--- src/rtl/vga_pkg.sv ---
// Shared VGA timing constants (640x480 @ 60 Hz defaults) and coordinate width.
// Also holds a small window-membership helper used for the sync pulses.
package vga_pkg;

    localparam int COORD_W = 10;

    localparam int H_DISPLAY_DEF = 640;
    localparam int H_FRONT_DEF   = 16;
    localparam int H_SYNC_DEF    = 96;
    localparam int H_BACK_DEF    = 48;
    localparam int V_DISPLAY_DEF = 480;
    localparam int V_FRONT_DEF   = 10;
    localparam int V_SYNC_DEF    = 2;
    localparam int V_BACK_DEF    = 33;
    localparam int TICK_DIV_DEF  = 4;

    localparam int H_TOTAL = H_DISPLAY_DEF + H_FRONT_DEF + H_SYNC_DEF + H_BACK_DEF;
    localparam int V_TOTAL = V_DISPLAY_DEF + V_FRONT_DEF + V_SYNC_DEF + V_BACK_DEF;

    // True when pos lies in [lo, lo+len-1].
    function automatic logic in_window(input logic [COORD_W-1:0] pos, input int lo, input int len);
        return (int'(pos) >= lo) && (int'(pos) < lo + len);
    endfunction

endpackage

--- src/rtl/pixel_tick_gen.sv ---
// Pixel-rate enable: free-running wrap counter, p_tick high on its last count.
// TICK_DIV must be a power of two so the counter wraps naturally.
module pixel_tick_gen #(
    parameter int TICK_DIV = 4
) (
    input  logic clk,
    input  logic reset_n,
    output logic p_tick
);

    localparam int TW = $clog2(TICK_DIV);
    localparam logic [TW-1:0] CNT_LAST = TW'(TICK_DIV - 1);

    logic [TW-1:0] cnt;

    always_ff @(posedge clk or negedge reset_n) begin
        if (!reset_n) begin
            cnt <= '0;
        end else begin
            cnt <= cnt + TW'(1);
        end
    end

    assign p_tick = (cnt == CNT_LAST);

endmodule

--- src/rtl/vga_sync.sv ---
// VGA timing generator: horizontal/vertical counters advanced on p_tick,
// registered active-low syncs and a one-clock frame_start pulse.
module vga_sync
    import vga_pkg::*;
#(
    parameter int H_DISPLAY = H_DISPLAY_DEF,
    parameter int H_FRONT   = H_FRONT_DEF,
    parameter int H_SYNC    = H_SYNC_DEF,
    parameter int H_BACK    = H_BACK_DEF,
    parameter int V_DISPLAY = V_DISPLAY_DEF,
    parameter int V_FRONT   = V_FRONT_DEF,
    parameter int V_SYNC    = V_SYNC_DEF,
    parameter int V_BACK    = V_BACK_DEF,
    parameter int TICK_DIV  = TICK_DIV_DEF
) (
    input  logic               clk,
    input  logic               reset_n,
    output logic               hsync,
    output logic               vsync,
    output logic               video_on,
    output logic               p_tick,
    output logic [COORD_W-1:0] pixel_x,
    output logic [COORD_W-1:0] pixel_y,
    output logic               frame_start
);

    localparam int H_TOT = H_DISPLAY + H_FRONT + H_SYNC + H_BACK;
    localparam int V_TOT = V_DISPLAY + V_FRONT + V_SYNC + V_BACK;
    localparam logic [COORD_W-1:0] H_LAST = COORD_W'(H_TOT - 1);
    localparam logic [COORD_W-1:0] V_LAST = COORD_W'(V_TOT - 1);

    logic [COORD_W-1:0] h_cnt;
    logic [COORD_W-1:0] v_cnt;
    logic [COORD_W-1:0] h_next;
    logic [COORD_W-1:0] v_next;
    logic               h_wrap;
    logic               v_wrap;

    pixel_tick_gen #(
        .TICK_DIV(TICK_DIV)
    ) u_tick (
        .clk    (clk),
        .reset_n(reset_n),
        .p_tick (p_tick)
    );

    always_comb begin
        h_wrap = (h_cnt == H_LAST);
        v_wrap = (v_cnt == V_LAST);
        h_next = h_cnt;
        v_next = v_cnt;
        if (p_tick) begin
            h_next = h_wrap ? '0 : h_cnt + COORD_W'(1);
            if (h_wrap) begin
                v_next = v_wrap ? '0 : v_cnt + COORD_W'(1);
            end
        end
    end

    // Syncs are decoded from the next-state counters so they change on the
    // same edge as pixel_x/pixel_y while still coming straight from flops.
    always_ff @(posedge clk or negedge reset_n) begin
        if (!reset_n) begin
            h_cnt       <= '0;
            v_cnt       <= '0;
            hsync       <= 1'b1;
            vsync       <= 1'b1;
            frame_start <= 1'b0;
        end else begin
            h_cnt       <= h_next;
            v_cnt       <= v_next;
            hsync       <= !in_window(h_next, H_DISPLAY + H_FRONT, H_SYNC);
            vsync       <= !in_window(v_next, V_DISPLAY + V_FRONT, V_SYNC);
            frame_start <= p_tick && h_wrap && v_wrap;
        end
    end

    assign pixel_x  = h_cnt;
    assign pixel_y  = v_cnt;
    assign video_on = (int'(h_cnt) < H_DISPLAY) && (int'(v_cnt) < V_DISPLAY);

endmodule
--- config.mk ---
export PLATFORM = sky130hd
export DESIGN_NAME = vga_sync
export DESIGN_NICKNAME = d
export VERILOG_FILES = /design/src/rtl/vga_pkg.sv /design/src/rtl/pixel_tick_gen.sv /design/src/rtl/vga_sync.sv
export SDC_FILE = /design/constraint.sdc
export NUM_CORES = 1
export LEC_CHECK = 0
export BUFFER_PORTS_ARGS = -buffer_cell sky130_fd_sc_hd__buf_2
export CAP_MARGIN = 15
export CORE_UTILIZATION = 59
export DETAILED_ROUTE_END_ITERATION = 12
export HOLD_SLACK_MARGIN = 0.15
export PLACE_DENSITY = 0.87
export SKIP_LAST_GASP = 1
export SYNTH_ARGS = -nofsm -noshare
export SYNTH_HDL_FRONTEND = slang
export SYNTH_HIERARCHICAL = 1
export SYNTH_SLANG_ARGS = --single-unit
--- constraint.sdc ---
create_clock -name clk -period 5.6 [get_ports clk]
set_input_delay 0.28 -clock clk [delete_from_list [all_inputs] [get_ports clk]]
set_output_delay 0.28 -clock clk [all_outputs]
set_load 0.005 [all_outputs]
==> results.py <==
metrics = {
    "placed_design": {
        "placed_area_sq_um": 1600,
        "io_buffers": 26,
        "dp_hpwl_mm": 2.49,
        "routabilityCongestion": 0.866,
        "dp_slack_ps": 3400,
    },
    "logic_synthesis": {
        "synthCells": 157,
        "synthArstFlopShare_pct": 100,
        "seq_area_frac_synth_pct": 42.7,
        "synth_nets": 163,
        "ys_types": 49,
        "synth.cell_area_sq_um": 1470,
        "synth_edf_count": 0,
        "syn_avg_cell_area_sq_um": 9.37,
        "yosysWarnings": 6,
        "synth_ff_type": "dfrtp_1",
        "ys_ff_latch": 25,
    },
    "cts": {
        "post-cts-setup-buffer-count": 0,
        "insertion_delay_ps": 320,
        "clkTransAtPathRegs_ps": 130,
        "ctsResizeCount": 0,
        "clk_path_buf_depth": 2,
        "cts.sinks": 25,
        "hold_buffers": 1,
        "cts_root_buf": "clkbuf_4",
        "cts_tree": "done",
        "cts_made_buffers": 3,
        "h-tree-depth": 1,
    },
    "sta": {
        "rsz0062_at_grt": "no",
        "tightest_slew_ps": 648,
        "setup-tns-final_ps": 0,
        "hold_viol": 0,
        "slew_headroom_pct": 56.2,
        "worst_slack_ps": 3360,
        "setup_violations": 0,
        "fmax_ghz": 0.447,
        "slew_viol_final": 0,
        "period_needed_ps": 2240,
        "min_period_over_period_pct": 40.0,
        "fin_skew_ps": 2.68,
    },
    "critical_path": {
        "cp_slowest_cell": "or4_4",
        "critical-path-max-stage-delay_ps": 570,
        "crit_fanout": 12,
        "critPathCaptureType": "flip-flop",
        "cp_data_required_time_ps": 5850,
        "path_cells": "ha_1, and3_1, nand4_4, or4_4, a22oi_2, nand4_1",
        "critPathLaunchType": "flip-flop",
        "r2r_setup_slack_ps": 3360,
        "critPathKind": "reg -> reg",
        "cp_data_arrival_time_ps": 2490,
    },
    "floorplan": {
        "ioPinCount": 27,
        "coreArea_sq_um": 2280,
        "die_area_sq_um": 2700,
        "rows": 17,
        "fp.dieH_um": 51.9,
        "die_w_um": 51.9,
        "start_util_pct": 64.7,
    },
    "cells_and_area": {
        "design_area_sq_um": 1630,
        "n_antenna_cell": 0,
        "nets": 188,
        "fin_util_pct": 71.8,
        "drive_above_1_share_pct": 22.7,
        "fill_cells": 175,
        "syn_to_final_growth_pct": 11.1,
    },
    "power": {
        "p_per_area_nw_per_um2": 162,
        "finalPower_uw": 264,
        "peakVddDrop_v": 0.000202,
        "p_leak_uw": 0.000763,
    },
    "drt": {
        "drtIter0Drc": 35,
        "avgViaCountPerCell": 6.45,
        "drc": 0,
        "drt-total-wl_mm": 3.35,
        "drt-pass1-iter-count": 4,
        "wire_per_inst_um": 16.0,
        "ant_nets": 0,
        "via_count": 1349,
    },
    "global_route": {
        "track_usage_pct": 28.0,
        "grt_max_degree": 26,
        "grt_pass1_wl_mm": 5.56,
        "grt-ovfl-total": 0,
        "grt_pass1_vias": 1284,
        "antenna_found_initial": 0,
    },
    "status": {
        "status": "finished clean",
    },
    "min_path": {
        "hp-class": "reg -> reg",
    },
    "run": {
        "drv_cap": 0,
    },
}
[synthesized netlist by cell type (all sizes together), types with 2 or more instances]
library cell  number  area share (%)
nor3               5             2.5
inv                6             1.5
nor4               2            0.85
ha                 4             3.4
and3               3             1.3
a21oi              2            0.68
nand3              8             2.7
nand4              8             4.4
nor2b              2            0.85
xor2               5             3.0
or3                2            0.85
nand2             24             6.1
and2               4             1.7
dfrtp             23              39
xnor2              5             3.0
nand2b             3             1.3
or4                2             1.3
o211ai             2             1.0
o21ai              8             2.7
buf                4             2.0
nor2               8             2.2
o31ai              3             1.5
dfstp              2             3.6
clkbuf             3            0.77
[worst max-delay path, delay by kind of cell (launching register included)]
family / cells / cell delay, ps
AOI/OAI and AO/OA: 1 / 200
adders and majority gates: 1 / 310
DFF: 1 / 370
and+or+nand+nor: 4 / 1290
[logic make-up after synthesis]
group           share of synthesized area [%]
compound gates                           13.4
fa+ha+maj                                3.40
xor+xnor                                 5.95
buf+inv                                  4.25
mux                                      1.45
flops                                    42.7
simple gates                             28.9
[final cells by class]
type / instances / area, sq um / area share (%)
clock buffers: 3 / 22.5 / 1.38
clock inverters: 1 / 5.00 / 0.306
inverters: 6 / 22.5 / 1.38
multi-input cells: 119 / 781 / 47.8
flip-flops and latches: 25 / 628 / 38.4
well taps: 28 / 35.0 / 2.14
repair buffers: 27 / 140 / 8.58
[power by group]
part | leakage (uW) | switching [uW] | internal, uW
logic | 0.000417 | 3.43 | 0.701
clock network | 0.0000177 | 52.8 | 26.7
registers | 0.000328 | 0 | 181
[layout by cell type (no fill, tap or decap), drive strengths merged, types with 2 or more instances in the layout]
cell type	n
dfstp	2
clkbuf	3
nor4	2
and2	4
ha	4
a21oi	2
and3	3
dfrtp	23
or3	2
o21ai	8
o211ai	2
or4	2
nor3	5
xnor2	5
xor2	5
nor2b	2
o31ai	3
nand2	24
buf	26
nand2b	3
nand3	8
nand4	8
nor2	8
inv	6
[sequential cells by signal (all words and copies together), names as in the netlist]
register     cells
pixel_x         10
pixel_y         10
u_tick/cnt       2
frame_start      1
hsync            1
vsync            1
[final timing paths]
path                          startpoint            end  cells past startpoint
hold / removal             u_tick/cnt[0]  u_tick/cnt[0]                      1
max in group asynchronous        reset_n          hsync                      2
setup / recovery           u_tick/cnt[0]          vsync                      6
hold reg to reg            u_tick/cnt[0]  u_tick/cnt[0]                      1
setup reg to reg           u_tick/cnt[0]          vsync                      6
min in group asynchronous        reset_n     pixel_x[7]                      2
[metal layers]
| layer | GRT usage (%) | wire [um] | vias to the layer above |
|---|---|---|---|
| met1 | 32.0 | 1310 | 638 |
| met5 | 0 | 0 | - |
| met4 | 14.0 | 99 | 0 |
| met2 | 50.0 | 1740 | 78 |
| met3 | 4.09 | 203 | 13 |
| li1 | - | - | 620 |
[per-stage QoR]
step	hold WS, ps	cells
floorplan	-15.6	157
global placement	281	204
detailed placement	301	204
CTS	440	209
global route	461	209
finish	434	209
No activity file was read; power rests on OpenSTA's default activity.
